[config.mk]
export PLATFORM = sky130hd
export DESIGN_NAME = pick_ms_nch
export DESIGN_NICKNAME = d
export VERILOG_FILES = /design/src/rtl/pick_ms_nch.sv
export SDC_FILE = /design/constraint.sdc
export NUM_CORES = 1
export LEC_CHECK = 0
export CAP_MARGIN = 40
export CORE_MARGIN = 8
export CORE_UTILIZATION = 27
export CTS_CLUSTER_SIZE = 40
export DETAILED_ROUTE_END_ITERATION = 10
export GPL_TIMING_DRIVEN = 0
export MAX_ROUTING_LAYER = met4
export PLACE_DENSITY = 0.47
export SLEW_MARGIN = 10
export SYNTH_ARGS = -nofsm -noshare
export SYNTH_HDL_FRONTEND = slang
export SYNTH_SLANG_ARGS = --single-unit
[constraint.sdc]
create_clock -name clk -period 2.4 [get_ports clk]
set_clock_uncertainty 0.2 [all_clocks]
set_input_delay 0.24 -clock clk [delete_from_list [all_inputs] [get_ports clk]]
set_output_delay 0.24 -clock clk [all_outputs]
set_load 0.03 [all_outputs]
[src/rtl/pick_ms_nch.sv]
// pick_ms_nch: multi-channel PICK actor with per-channel input FIFOs.
// MODE=0 drains channels in strict cyclic order; MODE=1 follows a select-token stream.
module pick_ms_nch #(
   parameter int unsigned FLUX       = 2,
   parameter int unsigned DATA_WIDTH = 8,
   parameter int unsigned TAG_WIDTH  = $clog2(FLUX),
   parameter int unsigned WIDTH      = DATA_WIDTH + TAG_WIDTH,
   parameter int unsigned DEPTH      = 4,
   parameter int unsigned SEL_DEPTH  = 2,
   parameter int unsigned MODE       = 0
) (
   input  logic                 clk,
   input  logic                 rst,
   input  logic                 in_port_write,
   input  logic [WIDTH-1:0]     in_port_datain,
   output logic [FLUX-1:0]      in_port_full,
   input  logic                 in_port_write_nda,
   input  logic [TAG_WIDTH-1:0] in_port_datain_nda,
   output logic                 in_port_full_nda,
   output logic                 out_port_write,
   output logic [WIDTH-1:0]     out_port_dataout,
   input  logic                 out_port_full,
   output logic [1:0]           err_sticky
);

   localparam int unsigned PW  = $clog2(DEPTH);
   localparam int unsigned CW  = PW + 1;
   localparam int unsigned SPW = $clog2(SEL_DEPTH);
   localparam int unsigned SCW = SPW + 1;

   typedef enum logic {SEL_WAIT, DATA_WAIT} ddf_state_e;

   // channel FIFO storage and bookkeeping
   logic [DATA_WIDTH-1:0] mem_q    [FLUX][DEPTH];
   logic [PW-1:0]         wr_ptr_q [FLUX];
   logic [PW-1:0]         rd_ptr_q [FLUX];
   logic [CW-1:0]         cnt_q    [FLUX];
   logic [CW-1:0]         cnt_d    [FLUX];
   logic [FLUX-1:0]       push;
   logic [FLUX-1:0]       pop;

   // select FIFO storage and bookkeeping
   logic [TAG_WIDTH-1:0]  sel_mem_q [SEL_DEPTH];
   logic [SPW-1:0]        sel_wr_q;
   logic [SPW-1:0]        sel_rd_q;
   logic [SCW-1:0]        sel_cnt_q;
   logic [SCW-1:0]        sel_cnt_d;
   logic                  sel_push;
   logic                  sel_pop;
   logic                  sel_drop;

   logic [TAG_WIDTH-1:0]  in_tag;
   logic [DATA_WIDTH-1:0] in_data;
   logic                  wr_drop;

   logic [TAG_WIDTH-1:0]  sdf_ptr_q;
   logic [TAG_WIDTH-1:0]  sdf_ptr_d;
   ddf_state_e            state_q;
   ddf_state_e            state_d;

   logic                  pick_en;
   logic [TAG_WIDTH-1:0]  pick_ch;
   logic                  pick_ok;
   logic                  pick_nz;
   logic [DATA_WIDTH-1:0] pick_data;
   logic                  sel_inv;
   logic                  emit;
   logic [WIDTH-1:0]      out_data_d;
   logic [1:0]            err_d;

   // per-channel full flags straight from the occupancy counters
   always_comb begin
      for (int unsigned i = 0; i < FLUX; i++) begin
         in_port_full[i] = (cnt_q[i] == CW'(DEPTH));
      end
   end

   // steer an incoming token to its channel; a full target or an unknown tag drops it
   always_comb begin
      in_tag  = in_port_datain[WIDTH-1:DATA_WIDTH];
      in_data = in_port_datain[DATA_WIDTH-1:0];
      push    = '0;
      for (int unsigned i = 0; i < FLUX; i++) begin
         if (in_port_write && (in_tag == TAG_WIDTH'(i)) && !in_port_full[i]) begin
            push[i] = 1'b1;
         end
      end
      wr_drop = in_port_write && (push == '0);
   end

   // select FIFO write side, only alive in select-driven mode
   always_comb begin
      in_port_full_nda = 1'b0;
      sel_push         = 1'b0;
      sel_drop         = 1'b0;
      if (MODE == 1) begin
         in_port_full_nda = (sel_cnt_q == SCW'(SEL_DEPTH));
         sel_push         = in_port_write_nda && !in_port_full_nda;
         sel_drop         = in_port_write_nda && in_port_full_nda;
      end
   end

   // pick channel, emit decision, pointer/FSM next state and output next values
   always_comb begin
      state_d   = state_q;
      sdf_ptr_d = sdf_ptr_q;
      pick_en   = 1'b0;
      pick_ch   = '0;
      pick_nz   = 1'b0;
      pick_data = '0;
      sel_pop   = 1'b0;
      sel_inv   = 1'b0;
      emit      = 1'b0;
      pop       = '0;

      if (MODE == 0) begin
         pick_en = 1'b1;
         pick_ch = sdf_ptr_q;
      end else if (state_q == DATA_WAIT) begin
         pick_en = 1'b1;
         pick_ch = sel_mem_q[sel_rd_q];
      end

      pick_ok = (32'(pick_ch) < 32'(FLUX));
      for (int unsigned i = 0; i < FLUX; i++) begin
         if (pick_ch == TAG_WIDTH'(i)) begin
            pick_nz   = (cnt_q[i] != '0);
            pick_data = mem_q[i][rd_ptr_q[i]];
         end
      end

      if (pick_en) begin
         if (!pick_ok) begin
            // bad select values are discarded without emitting
            sel_pop = 1'b1;
            sel_inv = 1'b1;
         end else if (!out_port_full && pick_nz) begin
            emit = 1'b1;
            if (MODE == 0) begin
               sdf_ptr_d = (sdf_ptr_q == TAG_WIDTH'(FLUX - 1)) ? '0 : sdf_ptr_q + TAG_WIDTH'(1);
            end else begin
               sel_pop = 1'b1;
            end
         end
      end

      for (int unsigned i = 0; i < FLUX; i++) begin
         pop[i]   = emit && (pick_ch == TAG_WIDTH'(i));
         cnt_d[i] = cnt_q[i] + CW'(push[i]) - CW'(pop[i]);
      end
      sel_cnt_d = sel_cnt_q + SCW'(sel_push) - SCW'(sel_pop);

      case (state_q)
         SEL_WAIT:  if (sel_cnt_q != '0) state_d = DATA_WAIT;
         DATA_WAIT: if (sel_cnt_d == '0) state_d = SEL_WAIT;
         default:   state_d = SEL_WAIT;
      endcase

      out_data_d = emit ? {pick_ch, pick_data} : out_port_dataout;
      err_d      = err_sticky | {sel_inv, wr_drop | sel_drop};
   end

   // channel FIFO pointers and counters
   always_ff @(posedge clk or negedge rst) begin
      if (!rst) begin
         for (int unsigned i = 0; i < FLUX; i++) begin
            wr_ptr_q[i] <= '0;
            rd_ptr_q[i] <= '0;
            cnt_q[i]    <= '0;
         end
      end else begin
         for (int unsigned i = 0; i < FLUX; i++) begin
            if (push[i]) wr_ptr_q[i] <= wr_ptr_q[i] + PW'(1);
            if (pop[i])  rd_ptr_q[i] <= rd_ptr_q[i] + PW'(1);
            cnt_q[i] <= cnt_d[i];
         end
      end
   end

   // channel FIFO payload storage
   always_ff @(posedge clk) begin
      for (int unsigned i = 0; i < FLUX; i++) begin
         if (push[i]) mem_q[i][wr_ptr_q[i]] <= in_data;
      end
   end

   // select FIFO payload storage
   always_ff @(posedge clk) begin
      if (sel_push) sel_mem_q[sel_wr_q] <= in_port_datain_nda;
   end

   // select FIFO pointers, cyclic pointer, FSM state and registered outputs
   always_ff @(posedge clk or negedge rst) begin
      if (!rst) begin
         sel_wr_q         <= '0;
         sel_rd_q         <= '0;
         sel_cnt_q        <= '0;
         sdf_ptr_q        <= '0;
         state_q          <= SEL_WAIT;
         out_port_write   <= 1'b0;
         out_port_dataout <= '0;
         err_sticky       <= '0;
      end else begin
         if (sel_push) sel_wr_q <= sel_wr_q + SPW'(1);
         if (sel_pop)  sel_rd_q <= sel_rd_q + SPW'(1);
         sel_cnt_q        <= sel_cnt_d;
         sdf_ptr_q        <= sdf_ptr_d;
         state_q          <= state_d;
         out_port_write   <= emit;
         out_port_dataout <= out_data_d;
         err_sticky       <= err_d;
      end
   end

endmodule

==> results by group, run 1 <==
Setup path
  – WP buf/inv: 2
  – CP endpoint kind: flop
  – CP Data Arrival Time: 2.36 ns
  – Critical path launch point type: flop
  – CP dominant cell by count: ha_4
  – Worst path cell trace: or3_4 -> nand2_8 -> inv_4 -> ha_4 -> inv_2 -> ha_4 -> fa_2 -> xor2_2 -> xnor2_1
  – Critical Path Fanout Max: 2
  – Crit Path Category: flop to flop
  – CP max stage delay: 0.43 ns
  – Stages on worst setup path: 9
  – Required @ worst endpoint: 2.41 ns
  – R2r worst-path depth: 9
  – Kind of cell adding the most delay to the critical path: adder cells
  – CP max stage cell: or3_4

Route
  – DR WL/cell: 16.59 microns
  – Vias: 1828
  – Routed WL: 7150 microns
  – DR iter-0 viols: 153
  – Final ANT Viol Nets: 0
  – Drt drc: 0
  – First-pass DRT Iterations: 4
  – Via density: 4.241

STA
  – Max-slew headroom: 56.88%
  – Achievable frequency: 426.0 MHz
  – Unrepaired setup endpoints after global routing: true
  – Sum Neg Setup Slack: 0 ns
  – Final Critical Period: 2.347 ns
  – Slew Limit Fails: 0
  – Slack of the critical path: 0.05272 ns
  – Slew @ Worst Pin: 0.6468 ns
  – Hold Fails Final Rpt: 0
  – Period utilisation layout: 97.80%
  – Setup violators final: 0

Synth
  – Yosys reg bits: 90
  – Post-Syn Area per Cell: 18.47 sq um
  – Post-Syn Instances: 197
  – Sequential element share of the synthesized area: 70.70%
  – Synth warnings: 0
  – Synth unique cells: 31
  – Syn Std Cell Area: 3638 sq um

CTS
  – H-Tree Depth: 3
  – Worst-skew pair later-pin latency: 0.33 ns
  – Clk pin slew, worst setup/hold paths: 0.07 ns
  – CTS tree: yes
  – Number of buffers created by CTS: 9
  – Max clock buf depth: 2
  – Clock sink count: 90
  – CTS Root Cell: clkbuf_16

Power
  – Net Sw Frac: 31.56%
  – Power share of the combinational group: 35.7%
  – Leak Pwr: 1.732 nW
  – PwrDens: 1214 nW/um^2
  – Flop pwr share: 39.0%
  – Clk network pwr share: 25.3%
  – Sw power: 1.792 mW
  – Worst vdd ir: 360.0 uV
  – Int Pwr: 3.886 mW
  – PnR Total Power: 5.678 mW

Layout
  – Post-route cell area: 4677 sq um
  – Filler cell count: 1257
  – Final cell count without fillers: 431
  – # diodes: 0
  – Commonest non-fill, non-tap cell in the layout: edfxtp_1
  – Most frequent cells in the layout: 64 x edfxtp_1, 23 x clkdlybuf4s50_1, 22 x dfrtp_1, 17 x buf_4, 16 x mux4_2
  – # nets final: 279
  – Layout cells sized above 1: 29.80%
  – Area growth, synth to finish: 28.54%

Global route
  – Vias in the first global route: 2036
  – Largest net degree at the start of global routing: 27
  – GRT Total Usage: 9.090%
  – Grt ovf: 0
  – First-pass GRT wire length: 11530 microns
  – Initial antenna violation count: 0

Placed design
  – Pre-CTS WS: -0.5594 ns
  – RePlAce Congestion: 0.6694
  – Port Buffer Count: 25
  – Hpwl dp: 4833 microns
  – Placed Cells incl. Taps: 400
  – Placed cell areas: 4187 sq um

Min path
  – HP Class: input pin to asynchronous set/reset pin

Die
  – Die Span Y: 132.1 microns
  – Die W: 132.1 microns
  – Num ports: 30
  – Starting Density: 27.58%
  – Row count: 42
  – Core area: 13190 sq um
  – Die area: 17450 sq um

Outcome
  – Run status: finished clean

Run
  – Max cap viols: 0
metrics by stage:
stage / hold WS [ns] / util [%]
final: 0.2617 / 35.46
after global routing: 0.2923 / 35.46
after CTS: 0.2829 / 35.10
after detailed placement: 0.1121 / 31.74
after global placement: 0.2639 / 31.72
after floorplan: -0.2556 / -
timing repair:
item / CTS / global route
endpoints found under the hold margin: 26 / 0
setup buffers: 11 / 5
pin swaps: 10 / 8
endpoints found under the setup margin: 4 / 3
gates resized for setup: 11 / 6
hold buffers: 1 / 0
layer usage:
| layer | vias to the layer above | track usage, % | wire length [microns] |
|---|---|---|---|
| li1 | 854 | - | - |
| met1 | 940 | 11.30 | 3325 |
| met2 | 29 | 13.98 | 3527 |
| met3 | 5 | 1.867 | 215 |
| met4 | 0 | 4.212 | 82 |
| met5 | - | - | 0 |
synth_stat cells:
library cell / count / share of area [%]
and2_1: 8 / 1.4
mux2_2: 2 / 0.62
inv_1: 14 / 1.4
buf_2: 2 / 0.28
a211o_1: 1 / 0.24
buf_4: 2 / 0.41
fa_1: 2 / 1.1
nor4_1: 1 / 0.17
xnor2_1: 7 / 1.7
mux4_2: 16 / 9.9
and3_1: 8 / 1.4
ha_1: 12 / 4.1
buf_6: 1 / 0.31
or3_1: 1 / 0.17
edfxtp_1: 64 / 53
nand2_1: 3 / 0.31
xor2_1: 3 / 0.72
o21a_1: 1 / 0.21
nand3_1: 1 / 0.14
a31o_1: 1 / 0.24
nor2_1: 2 / 0.21
a221o_1: 8 / 2.2
dfrtp_1: 26 / 18
nor3b_1: 2 / 0.41
nor3b_2: 2 / 0.69
o21ai_0: 1 / 0.14
nor3_1: 1 / 0.14
buf_1: 1 / 0.10
clkbuf_1: 2 / 0.21
nor4bb_1: 1 / 0.28
conb_1: 1 / 0.10
sequential cells by signal, indices dropped and copies added, names as in the netlist:
signal            flops
mem_q                64
out_port_dataout      9
cnt_q                 6
rd_ptr_q              4
wr_ptr_q              4
err_sticky            1
out_port_write        1
pick_ch               1
cell type report:
cell class | count | area [sq um] | share of cell area (%)
Sequential cell | 90 | 2577 | 55.11
Multi-Input combinational cell | 86 | 1087 | 23.25
Timing Repair Buffer | 42 | 381.6 | 8.159
Clock buffer | 10 | 239.0 | 5.110
Tap cell | 176 | 220.2 | 4.708
Clock inverter | 6 | 72.57 | 1.552
Inverter | 14 | 55.05 | 1.177
Buffer | 7 | 43.79 | 0.9363
kinds of logic (layout without fill, tap and decap cells):
family | after synthesis | count (layout) | synth area share [%]
simple gates | 30 | 30 | 5.261
flops | 90 | 90 | 70.70
compound gates | 12 | 12 | 3.026
mux | 18 | 18 | 10.52
buf+inv | 22 | 79 | 2.751
other cells | 1 | 2 | 0.1031
xor+xnor | 10 | 10 | 2.407
fa+ha+maj | 14 | 14 | 5.227
power groups by stage:
| stage | clock (mW) | combinational [mW] | sequential (mW) |
|---|---|---|---|
| 2_1_floorplan | 0 | 1.12 | 2.37 |
| 3_3_place_gp | 0 | 1.79 | 2.25 |
| 3_5_place_dp | 0 | 1.83 | 2.26 |
| 4_1_cts | 1.48 | 2.01 | 2.21 |
| 5_1_grt | 1.55 | 2.25 | 2.26 |
| 6_report | 1.44 | 2.03 | 2.21 |
final timing paths:
check	from	end	slack, ns
max in group asynchronous	rst	cnt_q[0]$_DFF_PN0_	1.27
min in group clk	err_sticky[0]$_DFF_PN0_	err_sticky[0]$_DFF_PN0_	0.28
worst min-delay path	rst	out_port_dataout[0]$_DFFE_PN0N_	0.26
worst max register to register	cnt_q[5]$_DFF_PN0_	cnt_q[5]$_DFF_PN0_	0.05
worst max-delay path	cnt_q[5]$_DFF_PN0_	cnt_q[5]$_DFF_PN0_	0.05
worst min register to register	err_sticky[0]$_DFF_PN0_	err_sticky[0]$_DFF_PN0_	0.28
worst reg2reg max path, stage by stage (launching register included):
cell,delay (ns)
dfrtp_1,0.39
or3_4,0.43
nand2_8,0.08
inv_4,0.04
ha_4,0.25
inv_2,0.04
ha_4,0.15
fa_2,0.36
xor2_2,0.16
xnor2_1,0.13
No activity file was read; power rests on OpenSTA's default activity.
==> run 2: changes to the inputs <==
--- a/config.mk
+++ b/config.mk
@@ -13,6 +13,7 @@
 export GPL_TIMING_DRIVEN = 0
 export MAX_ROUTING_LAYER = met4
 export PLACE_DENSITY = 0.47
+export SKIP_LAST_GASP = 1
 export SLEW_MARGIN = 10
 export SYNTH_ARGS = -nofsm -noshare
 export SYNTH_HDL_FRONTEND = slang
==> results by group, run 2 (synthesis results as in run 1) <==
Setup path
  – Critical path launch point type: flop
  – R2r worst-path depth: 9
  – CP max stage cell: or3_4
  – Crit Path Category: flop to flop
  – Required @ worst endpoint: 2.41 ns
  – CP max stage delay: 0.43 ns
  – CP dominant cell by count: ha_4
  – CP endpoint kind: flop
  – Critical Path Fanout Max: 2
  – Worst path cell trace: or3_4 -> nand2_8 -> inv_4 -> ha_4 -> inv_2 -> ha_4 -> fa_2 -> xor2_2 -> xnor2_1
  – CP Data Arrival Time: 2.36 ns

Layout
  – Most frequent cells in the layout: 64 x edfxtp_1, 23 x clkdlybuf4s50_1, 22 x dfrtp_1, 17 x buf_4, 16 x mux4_2
  – # diodes: 0
  – Area growth, synth to finish: 28.54%
  – FF+latch area: 2577 sq um
  – Filler cell count: 1257
  – Layout cells sized above 1: 29.80%
  – Layout Utilization: 35.46%
  – Commonest non-fill, non-tap cell in the layout: edfxtp_1
  – Multi-input combinational cell area: 1087 sq um
  – # nets final: 279
  – Post-route cell area: 4677 sq um
  – Max reg flops: 64

STA
  – Slew @ Worst Pin: 0.6446 ns
  – Slew Limit Fails: 0
  – Unrepaired setup endpoints after global routing: true
  – Achievable frequency: 426.0 MHz
  – Max-slew headroom: 57.03%
  – Setup violators final: 0
  – Period utilisation layout: 97.80%
  – Hold Fails Final Rpt: 0
  – Final Critical Period: 2.347 ns
  – Sum Neg Setup Slack: 0 ns

Global route
  – Initial antenna violation count: 0
  – Grt ovf: 0
  – GRT Total Usage: 9.090%
  – Largest net degree at the start of global routing: 27
  – First-pass GRT wire length: 11530 microns
  – Vias in the first global route: 2036

Die
  – Row count: 42
  – Core area: 13190 sq um
  – Die Span Y: 132.1 microns
  – Die area: 17450 sq um
  – Starting Density: 27.58%
  – Num ports: 30
  – Die W: 132.1 microns

Run
  – Max cap viols: 0

CTS
  – CTS tree: yes
  – H-Tree Depth: 3
  – Clock sink count: 90
  – Max clock buf depth: 2
  – Number of buffers created by CTS: 9
  – CTS Root Cell: clkbuf_16
  – Worst-skew pair later-pin latency: 0.33 ns
  – Clk pin slew, worst setup/hold paths: 0.07 ns

Min path
  – HP Class: input pin to asynchronous set/reset pin

Power
  – Int Pwr: 3.885 mW
  – Power share of the combinational group: 35.7%
  – Clk network pwr share: 25.3%
  – Worst vdd ir: 360.2 uV
  – Flop pwr share: 39.0%
  – Leak Pwr: 1.731 nW
  – Sw power: 1.792 mW
  – PwrDens: 1214 nW/um^2
  – Net Sw Frac: 31.56%

Route
  – Via density: 4.251
  – Vias: 1832
  – Final ANT Viol Nets: 0
  – DR iter-0 viols: 145
  – Routed WL: 7147 microns
  – DR WL/cell: 16.58 microns
  – First-pass DRT Iterations: 4
  – Drt drc: 0

Placed design
  – Placed cell areas: 4187 sq um
  – RePlAce Congestion: 0.6694
  – Hpwl dp: 4833 microns
  – Port Buffer Count: 25

Outcome
  – Run status: finished clean
-- run 2: cell counts in the layout (fill, tap and decap cells not counted) --
Identical to the previous run, type by type.
-- run 2: final cells by class --
type / instances / share of cell area, %
inverters: 14 / 1.177
well taps: 176 / 4.708
plain buffers: 7 / 0.9363
clock buffers: 10 / 5.110
multi-input cells: 86 / 23.25
repair buffers: 42 / 8.159
flip-flops and latches: 90 / 55.11
clock inverters: 6 / 1.552
-- run 2: worst paths after layout --
path	startpoint	endpoint	slack (ns)
worst max-delay path	cnt_q[5]$_DFF_PN0_	cnt_q[5]$_DFF_PN0_	0.05
worst min-delay path	rst	out_port_dataout[0]$_DFFE_PN0N_	0.26
worst max register to register	cnt_q[5]$_DFF_PN0_	cnt_q[5]$_DFF_PN0_	0.05
worst min register to register	err_sticky[0]$_DFF_PN0_	err_sticky[0]$_DFF_PN0_	0.28
max in group asynchronous	rst	cnt_q[0]$_DFF_PN0_	1.27
min in group clk	err_sticky[0]$_DFF_PN0_	err_sticky[0]$_DFF_PN0_	0.28
-- run 2: repair_timing --
action                                 in CTS  in global routing
endpoints found under the hold margin      26                  0
pin swaps                                   9                  7
hold buffers                                1                  0
setup endpoints to repair                   4                  3
gates resized for setup                    11                  6
setup buffers                              11                  5
-- run 2: layer usage --
metal	up-vias	track usage (%)	share of wire (%)
met4	0	4.212	1.1
met3	5	1.867	3.0
met1	944	11.30	46
met5	-	-	0
li1	854	-	-
met2	29	13.98	49
-- run 2: per-stage QoR --
step,cells,hold WS (ns),setup slack (ns),power (mW)
after floorplan,198,-0.2556,-0.03562,3.491
after global placement,399,0.2639,-0.7052,4.045
after detailed placement,400,0.1121,-0.5594,4.083
after CTS,427,0.2829,-0.01070,5.705
after global routing,431,0.2923,-0.05844,6.055
final,431,0.2608,0.05272,5.677
-- run 2: power groups by stage --
stage | combinational [mW] | sequential [mW] | clock (mW)
global placement | 1.79 | 2.25 | 0
finish | 2.03 | 2.21 | 1.44
floorplan | 1.12 | 2.37 | 0
detailed placement | 1.83 | 2.26 | 0
global route | 2.25 | 2.26 | 1.55
CTS | 2.01 | 2.21 | 1.48
-- run 2: critical path, delay by kind of cell, from the launching register on --
family        cells  cell delay [ns]
simple gates      2             0.51
xor+xnor          2             0.29
fa+ha+maj         3             0.76
buf+inv           2             0.07
flops             1             0.39
